--- config.mk ---
export PLATFORM = sky130hd
export DESIGN_NAME = nlfsr_bit_packer_flat
export DESIGN_NICKNAME = d
export VERILOG_FILES = /design/src/rtl/nlfsr_bit_packer_if.sv /design/src/rtl/nlfsr_bit_packer.sv /design/src/flat_wrapper.sv
export SDC_FILE = /design/constraint.sdc
export NUM_CORES = 1
export LEC_CHECK = 0
export ABC_CLOCK_PERIOD_IN_PS = 3400
export BUFFER_PORTS_ARGS = -buffer_cell sky130_fd_sc_hd__buf_2
export CAP_MARGIN = 15
export CORE_MARGIN = 2
export CORE_UTILIZATION = 60
export DETAILED_ROUTE_END_ITERATION = 8
export PLACE_DENSITY = 0.79
export SYNTH_ARGS = -nofsm -noshare
export SYNTH_HDL_FRONTEND = slang
export SYNTH_SLANG_ARGS = --single-unit
--- constraint.sdc ---
create_clock -name clk -period 3.4 [get_ports clk]
set_input_delay 1.02 -clock clk [delete_from_list [all_inputs] [get_ports clk]]
set_output_delay 1.02 -clock clk [all_outputs]
set_load 0.02 [all_outputs]
--- src/rtl/nlfsr_bit_packer_if.sv ---
// Word stream from the bit packer toward the TRNG read-out logic.
interface nlfsr_bit_packer_if #(
    parameter int WORD_W = 32
);
    logic [WORD_W-1:0] word_o;
    logic              word_valid;
    logic              word_ready;

    modport master (output word_o, output word_valid, input word_ready);
    modport slave  (input word_o, input word_valid, output word_ready);
endinterface

--- src/rtl/nlfsr_bit_packer.sv ---
// Samples NLFSR2 b0 on a strobe, drops a warm-up prefix and packs bits LSB-first into a word FIFO.
// Optional repetition-count health test: define NLFSR_PACK_RCT_EN.
//
// state   | meaning
// WARMUP  | counting strobed bits to discard, nothing stored
// COLLECT | packing strobed bits into words, pushing full words
// FAIL    | health alarm raised, no further words pushed (NLFSR_PACK_RCT_EN only)
module nlfsr_bit_packer #(
    parameter int WORD_W       = 32,
    parameter int FIFO_DEPTH   = 4,
    parameter int DISCARD_BITS = 64,
    parameter int RCT_CUTOFF   = 32
) (
    input  logic                             clk,
    input  logic                             rst,
    input  logic                             bit_i,
    input  logic                             bit_valid,
    input  logic                             flush,
    nlfsr_bit_packer_if.master               word_if,
    output logic [$clog2(FIFO_DEPTH+1)-1:0]  fill_level,
    output logic                             overflow,
    output logic                             health_fail
);
    localparam int BW = $clog2(WORD_W);
    localparam int PW = $clog2(FIFO_DEPTH);
    localparam int CW = $clog2(FIFO_DEPTH + 1);
    localparam int DW = (DISCARD_BITS > 1) ? $clog2(DISCARD_BITS) : 1;

    localparam logic [BW-1:0] BIT_LAST  = BW'(WORD_W - 1);
    localparam logic [DW-1:0] DISC_LAST = DW'((DISCARD_BITS > 0) ? DISCARD_BITS - 1 : 0);
    localparam logic [CW-1:0] DEPTH     = CW'(FIFO_DEPTH);

    typedef enum logic [1:0] {WARMUP, COLLECT, FAIL} state_t;
    localparam state_t START = (DISCARD_BITS == 0) ? COLLECT : WARMUP;

    state_t            state, state_next;
    logic [DW-1:0]     disc_cnt, disc_cnt_next;
    logic [BW-1:0]     bit_cnt, bit_cnt_next;
    logic [WORD_W-1:0] shreg, shreg_next;
    logic              push, pop, full, push_ok, fail_trip;

    logic [WORD_W-1:0] mem [FIFO_DEPTH];
    logic [PW-1:0]     rd_ptr, wr_ptr;
    logic [CW-1:0]     count;

`ifdef NLFSR_PACK_RCT_EN
    localparam int RW = $clog2(RCT_CUTOFF + 1);
    localparam logic [RW-1:0] CUTOFF = RW'(RCT_CUTOFF);
    logic [RW-1:0] run_cnt, run_next;
    logic          prev_bit, prev_next;
    logic          health_q;
`endif

    always_comb begin
        state_next    = state;
        disc_cnt_next = disc_cnt;
        bit_cnt_next  = bit_cnt;
        shreg_next    = shreg;
        push          = 1'b0;
        fail_trip     = 1'b0;
`ifdef NLFSR_PACK_RCT_EN
        run_next      = run_cnt;
        prev_next     = prev_bit;
`endif
        case (state)
            WARMUP: if (bit_valid) begin
                if (disc_cnt == DISC_LAST) begin
                    state_next    = COLLECT;
                    disc_cnt_next = '0;
                end else begin
                    disc_cnt_next = disc_cnt + 1'b1;
                end
            end
            COLLECT: if (bit_valid) begin
                // The completed word includes the bit strobed this cycle.
                shreg_next[bit_cnt] = bit_i;
                bit_cnt_next        = (bit_cnt == BIT_LAST) ? '0 : bit_cnt + 1'b1;
                push                = (bit_cnt == BIT_LAST);
`ifdef NLFSR_PACK_RCT_EN
                run_next  = (run_cnt != '0 && bit_i == prev_bit) ? run_cnt + 1'b1 : RW'(1);
                prev_next = bit_i;
                if (run_next == CUTOFF) begin
                    state_next = FAIL;
                    push       = 1'b0;
                    fail_trip  = 1'b1;
                end
`endif
            end
            default: ;
        endcase
    end

    always_ff @(posedge clk) begin
        if (rst || flush) begin
            state    <= START;
            disc_cnt <= '0;
            bit_cnt  <= '0;
            shreg    <= '0;
`ifdef NLFSR_PACK_RCT_EN
            run_cnt  <= '0;
            prev_bit <= 1'b0;
            health_q <= 1'b0;
`endif
        end else begin
            state    <= state_next;
            disc_cnt <= disc_cnt_next;
            bit_cnt  <= bit_cnt_next;
            shreg    <= shreg_next;
`ifdef NLFSR_PACK_RCT_EN
            run_cnt  <= run_next;
            prev_bit <= prev_next;
            if (fail_trip) health_q <= 1'b1;
`endif
        end
    end

    // A push into a full FIFO survives only when the head leaves in the same cycle.
    assign full    = (count == DEPTH);
    assign pop     = word_if.word_valid && word_if.word_ready;
    assign push_ok = push && (!full || pop);

    always_ff @(posedge clk) begin
        if (rst || flush) begin
            rd_ptr   <= '0;
            wr_ptr   <= '0;
            count    <= '0;
            overflow <= 1'b0;
        end else begin
            if (push_ok) wr_ptr <= wr_ptr + 1'b1;
            if (pop)     rd_ptr <= rd_ptr + 1'b1;
            case ({push_ok, pop})
                2'b10:   count <= count + 1'b1;
                2'b01:   count <= count - 1'b1;
                default: count <= count;
            endcase
            if (push && full && !pop) overflow <= 1'b1;
        end
    end

    always_ff @(posedge clk) begin
        if (!rst && !flush && push_ok) mem[wr_ptr] <= shreg_next;
    end

    assign word_if.word_valid = (count != '0);
    assign word_if.word_o     = word_if.word_valid ? mem[rd_ptr] : '0;
    assign fill_level         = count;

`ifdef NLFSR_PACK_RCT_EN
    assign health_fail = health_q;
`else
    assign health_fail = 1'b0;
`endif
endmodule

--- src/flat_wrapper.sv ---
// flat-port wrapper written by rule: the top's interface ports become plain ports
module nlfsr_bit_packer_flat 
#(
    parameter int WORD_W       = 32,
    parameter int FIFO_DEPTH   = 4,
    parameter int DISCARD_BITS = 64,
    parameter int RCT_CUTOFF   = 32
)
  (clk, rst, bit_i, bit_valid, flush, fill_level, overflow, health_fail, word_if_word_o, word_if_word_valid, word_if_word_ready);
  nlfsr_bit_packer_if #(.WORD_W(WORD_W)) word_if_i ();
  input  logic clk;
  input  logic rst;
  input  logic bit_i;
  input  logic bit_valid;
  input  logic flush;
  output logic [$clog2(FIFO_DEPTH+1)-1:0] fill_level;
  output logic overflow;
  output logic health_fail;
  output wire logic [$bits(word_if_i.word_o)-1:0] word_if_word_o;
  output wire logic [$bits(word_if_i.word_valid)-1:0] word_if_word_valid;
  input wire logic [$bits(word_if_i.word_ready)-1:0] word_if_word_ready;
  assign word_if_word_o = word_if_i.word_o;
  assign word_if_word_valid = word_if_i.word_valid;
  assign word_if_i.word_ready = word_if_word_ready;
  nlfsr_bit_packer #(.WORD_W(WORD_W), .FIFO_DEPTH(FIFO_DEPTH), .DISCARD_BITS(DISCARD_BITS), .RCT_CUTOFF(RCT_CUTOFF)) u_core (.clk(clk), .rst(rst), .bit_i(bit_i), .bit_valid(bit_valid), .flush(flush), .word_if(word_if_i), .fill_level(fill_level), .overflow(overflow), .health_fail(health_fail));
endmodule
---- Word level (Yosys, flattened, before mapping) ----
Memories as Yosys holds them, arrays and structs flattened. A register that Yosys moved wholly into a read port is not among the register bits.
Index checks and enable logic that the tools add are counted.
word-level totals
  output and inout bits ................... 38
  memories kept ........................... 1
  RAM bits ................................ 128
  bits of input ports ..................... 6
  flip-flop bits (word level) ............. 52
  word-level logic and storage cells ...... 56
memory list
  name        words  width  rd ports  clocked after Yosys merged registers in  write ports  line                    RTL
  u_core.mem  4      32     1         1                                        1            nlfsr_bit_packer.sv:42  logic [WORD_W-1:0] mem [FIFO_DEPTH];
cells by class
  reduce and logical (&&, ||, !) cells .... 19
  equal/unequal tests ..................... 5
  mux-type cells .......................... 15
  order comparisons ....................... 2
  add/sub/neg operators ................... 6
operators with widths
  cell                                                                          number
  32-bit 2-to-1 mux                                                             3
  32-bit bitwise mux                                                            1
  1-bit logical AND                                                             7
  6-bit by 1-bit adder with 6-bit output, second input constant                 1
  6-bit equality test, second input constant                                    1
  5-bit by 6-bit less-than comparator with 1-bit output, second input constant  1
  6-bit 2-to-1 mux                                                              1
  3-bit case mux with 2 select lines                                            1
  5-bit by 1-bit adder with 5-bit output, second input constant                 1
  1-bit demux with 5-bit select                                                 1
  5-bit equality test, second input constant                                    1
  5-bit by 1-bit >= comparator with 1-bit output, second input constant         1
  1-bit 2-to-1 mux                                                              5
  5-bit 2-to-1 mux                                                              1
  2-bit by 1-bit adder with 2-bit output, second input constant                 2
  1-bit zero test                                                               4
  2-bit 2-to-1 mux                                                              2
  2-bit AND reduction                                                           2
  3-bit by 1-bit adder with 3-bit output, second input constant                 1
  3-bit equality test, second input constant                                    1
  3-bit AND reduction                                                           1
  3-bit nonzero test                                                            1
  3-bit by 1-bit subtractor with 3-bit output, second input constant            1
  2-bit by 1-bit equality test with 1-bit output, second input constant         1
  other kinds (4)                                                               5

---- Depth between registers and ports, before layout ----
  depth after elaboration ................. 7
  mapped depth ............................ 9
  depth with buffers taken out ............ 9

---- Worst setup path before layout ----
Ideal clock, no wire load.
  kind .................................... input -> register
  start point ............................. in bit_valid
  end point ............................... mem u_core.mem[0][0] (enable)
  library setup time ...................... 0.392 ns
  data required time ...................... 3.008 ns
  stages on the path ...................... 3
  path slack .............................. 0.721 ns
  arrival ................................. 2.287 ns
  path buffers ............................ 0
  path through ............................ nand3_1 nor2_1 and3_1
between the ends
  word-level cells in the longest chain between the ends .. 6
ends and longest elaborated chain
  element                                 line                     RTL
  start: declaration                      flat_wrapper.sv:14       input logic bit_valid;
  1-bit 2-to-1 mux                        nlfsr_bit_packer.sv:74   COLLECT: if (bit_valid) begin
  1-bit 2-to-1 mux                        nlfsr_bit_packer.sv:65   case (state)
  1-bit logical AND                       nlfsr_bit_packer.sv:120  assign push_ok = push && (!full || pop);
  1-bit logical AND                       nlfsr_bit_packer.sv:141  if (!rst && !flush && push_ok) mem[wr_ptr] <= shreg_next;
  1-bit 2-to-1 mux                        nlfsr_bit_packer.sv:141
  1-bit 2-to-1 mux (not written as such)  nlfsr_bit_packer.sv:141
  end: declaration                        nlfsr_bit_packer.sv:42
No other way between the ends.

==> reports/results.tsv <==
metric	value	unit
outcome	finished clean	
commonest cells after routing, fill and taps aside	128 x edfxtp_1, 53 x dfxtp_1, 42 x buf_2, 33 x nor2b_1, 33 x mux2_2	
Crit path depth	4	
DR iter-0 viols	352	
Required @ worst endpoint	2.38	ns
prevailing post-synth register cell	edfxtp_1	
Tcrit/Tclk final	87.3	%
Routed WL per cell	19.2	um
critical path cell sequence	buf_12 > mux4_2 > nor2b_1 > buf_2	
H-tree levels	4	
Power Total	4260	uW
internal power	3490	uW
endpoints failing setup	0	
CTS Root Cell	clkbuf_16	
Synth area leaders	edfxtp_1 52%, dfxtp_1 15%, mux4_2 9.7%	
Hold Path Class	reg2reg	
CP max FO	32	
Peak VDD IR	232	uV
Layout area overhead	13.2	%
slowest CP cell	mux4_2	
delay-heaviest family, CP	multiplexers	
mean post-synth cell area	15.3	um^2
Worst Clk Skew	0.00674	ns
share of layout cells above drive strength 1	27.4	%
FILL cells	792	
IO Count	44	
Post-Syn Nets	502	
Tmin final	2.97	ns
Async SR Flop Fraction	0	%
Synth area leader	edfxtp_1	
total routed wirelength	13.6	mm
DRT Pass-1 Iters	5	
WS Path Type	reg2out	
switching share of total power	18.0	%
Synthesis Warnings	0	
Buffers on Ports	42	
leakage	0.00262	uW
core area	12100	um^2
initial antenna violation count	0	
Worst-path clk slew	0.06	ns
Final HPWL DP	8.01	mm
CTS Buffer Depth	2	
P per Cell Area	507	nW/um^2
Ant. Diodes	0	
Routed Antenna Nets	0	
CP Launch Type	register	
Max Slew Vio Count	0	
Initial Utilization	61.5	%
DP Area	7830	um^2
cells after synthesis	485	
Worst Hold Depth	2	
final std cells w/o fill	712	
Fmax	337	MHz
Yosys top cell area share	51.8	%
Slew @ Worst Pin	0.653	ns
Die Y	115	um
Die Width	115	um
Cell variety after synth	41	
worst-skew pair later-pin latency	0.42	ns
die area	13300	um^2
hold buffer count at cts	0	
Slowest Stage Delay on Critical Path	0.57	ns
register area share after synthesis	66.4	%
final net count	548	
Post-synth EDFFs	128	
sw power	766	uW
Fin. Hold Viols	0	
register share of total power	55.0	%
worst reg2reg path depth	7	
DRC errors left	0	
Post-Syn Area	7420	um^2
arrival time worst endpoint	1.95	ns
commonest non-fill, non-tap cell in the layout	edfxtp_1	
setup repair after global routing missed its margin	no	
Global Route Usage Sum	22.0	%
post-CTS sizing	0	
GPL Wtd Cong	0.762	
post-CTS setup repair buffer count	0	
vias in the first global route	4188	
Worst Setup End Kind	output port	
FF/Latch Area	4930	um^2
slew margin rel.	55.9	%
clock sink total	182	
#FFs+latches synth	182	
largest net degree at the start of global routing	34	
Cell Rows	40	
setup TNS	0	ns
first-pass GRT wire length	21.6	mm
dpl cells	680	
Clock power frac	44.3	%
Multi-input gate area	2340	um^2
total number of vias	4079	
routed vias/inst	5.73	
CTS tree	done	
Combinational Power Share	0.7	%
total CTS buffers	17	
Max Cap Violations	0	
total gr overflow	0	
fin area	8400	um^2
CP bufs+invs	2	
## final timing paths
| path | endpoint | start | slack [ns] |
|---|---|---|---|
| worst min register to register | u_core.disc_cnt[1]$_SDFFE_PP0P_ | u_core.disc_cnt[1]$_SDFFE_PP0P_ | 0.52 |
| worst max-delay path | word_if_word_o[28] | register | 0.43 |
| worst max register to register | u_core.mem[2][25]$_DFFE_PP_ | u_core.bit_cnt[1]$_SDFFE_PP0P_ | 0.49 |
| worst min-delay path | u_core.disc_cnt[1]$_SDFFE_PP0P_ | u_core.disc_cnt[1]$_SDFFE_PP0P_ | 0.52 |
## synthesized netlist by cell type, drive strengths merged (4+ instances only)
cell type	number
nor3b	6
a21oi	8
edfxtp	128
ha	10
xnor2	5
buf	11
and2	32
mux4	32
and3	11
mux2	33
nor3	8
clkbuf	15
nor2	26
inv	8
nor2b	33
nand2	24
nand3	13
dfxtp	54
o21ai	4
## power groups by stage
stage / sequential, uW / combinational (uW) / clock (uW)
6_report: 2340 / 30.1 / 1890
3_5_place_dp: 2390 / 29.8 / 0
5_1_grt: 2340 / 33.0 / 2000
4_1_cts: 2340 / 30.2 / 1910
2_1_floorplan: 2390 / 21.2 / 0
3_3_place_gp: 2390 / 28.9 / 0
## routing by layer
layer | share of wire (%) | track usage, % | vias up
met2 | 51 | 35.3 | 118
met4 | 2.2 | 11.4 | 0
met5 | 0 | 0 | -
met3 | 3.9 | 4.64 | 28
met1 | 43 | 28.8 | 2052
li1 | - | - | 1881
## per-stage QoR
stage	worst slack [ns]	hold WS, ns	util, %
floorplan	0.721	0.470	-
global placement	0.452	0.463	64.9
detailed placement	0.349	0.505	64.9
CTS	0.411	0.521	69.6
global route	0.302	0.549	69.6
finish	0.432	0.523	69.6
## flip-flops by register name (all words and copies together), names as in the netlist, named ones only
register,cells
u_core.bit_cnt,5
u_core.disc_cnt,6
u_core.fill_level,3
u_core.mem,128
u_core.overflow,1
u_core.rd_ptr,2
u_core.shreg,32
u_core.state,1
u_core.wr_ptr,2
## cell families (layout without fill, tap and decap cells)
group	Yosys count	in the layout	synth area share [%]
flops	182	182	66.4
simple gates	164	164	12.1
mux	67	67	15.0
buf+inv	34	93	2.07
compound gates	18	18	1.53
fa+ha+maj	11	11	1.96
xor+xnor	8	8	0.945
other cells	1	1	0.0506
## final cells by class
class / count / area share, %
well taps: 168 / 2.50
clock buffers: 28 / 5.93
repair buffers: 53 / 3.78
clock inverters: 4 / 0.834
multi-input cells: 269 / 27.9
inverters: 8 / 0.358
flip-flops and latches: 182 / 58.7
## tightest hold or removal path, cell delays in order, from the launching register on
cell and delay [ns]:
dfxtp_1 0.34, mux2i_1 0.07, nor2_1 0.07
Power figures use the tool's default switching activity.
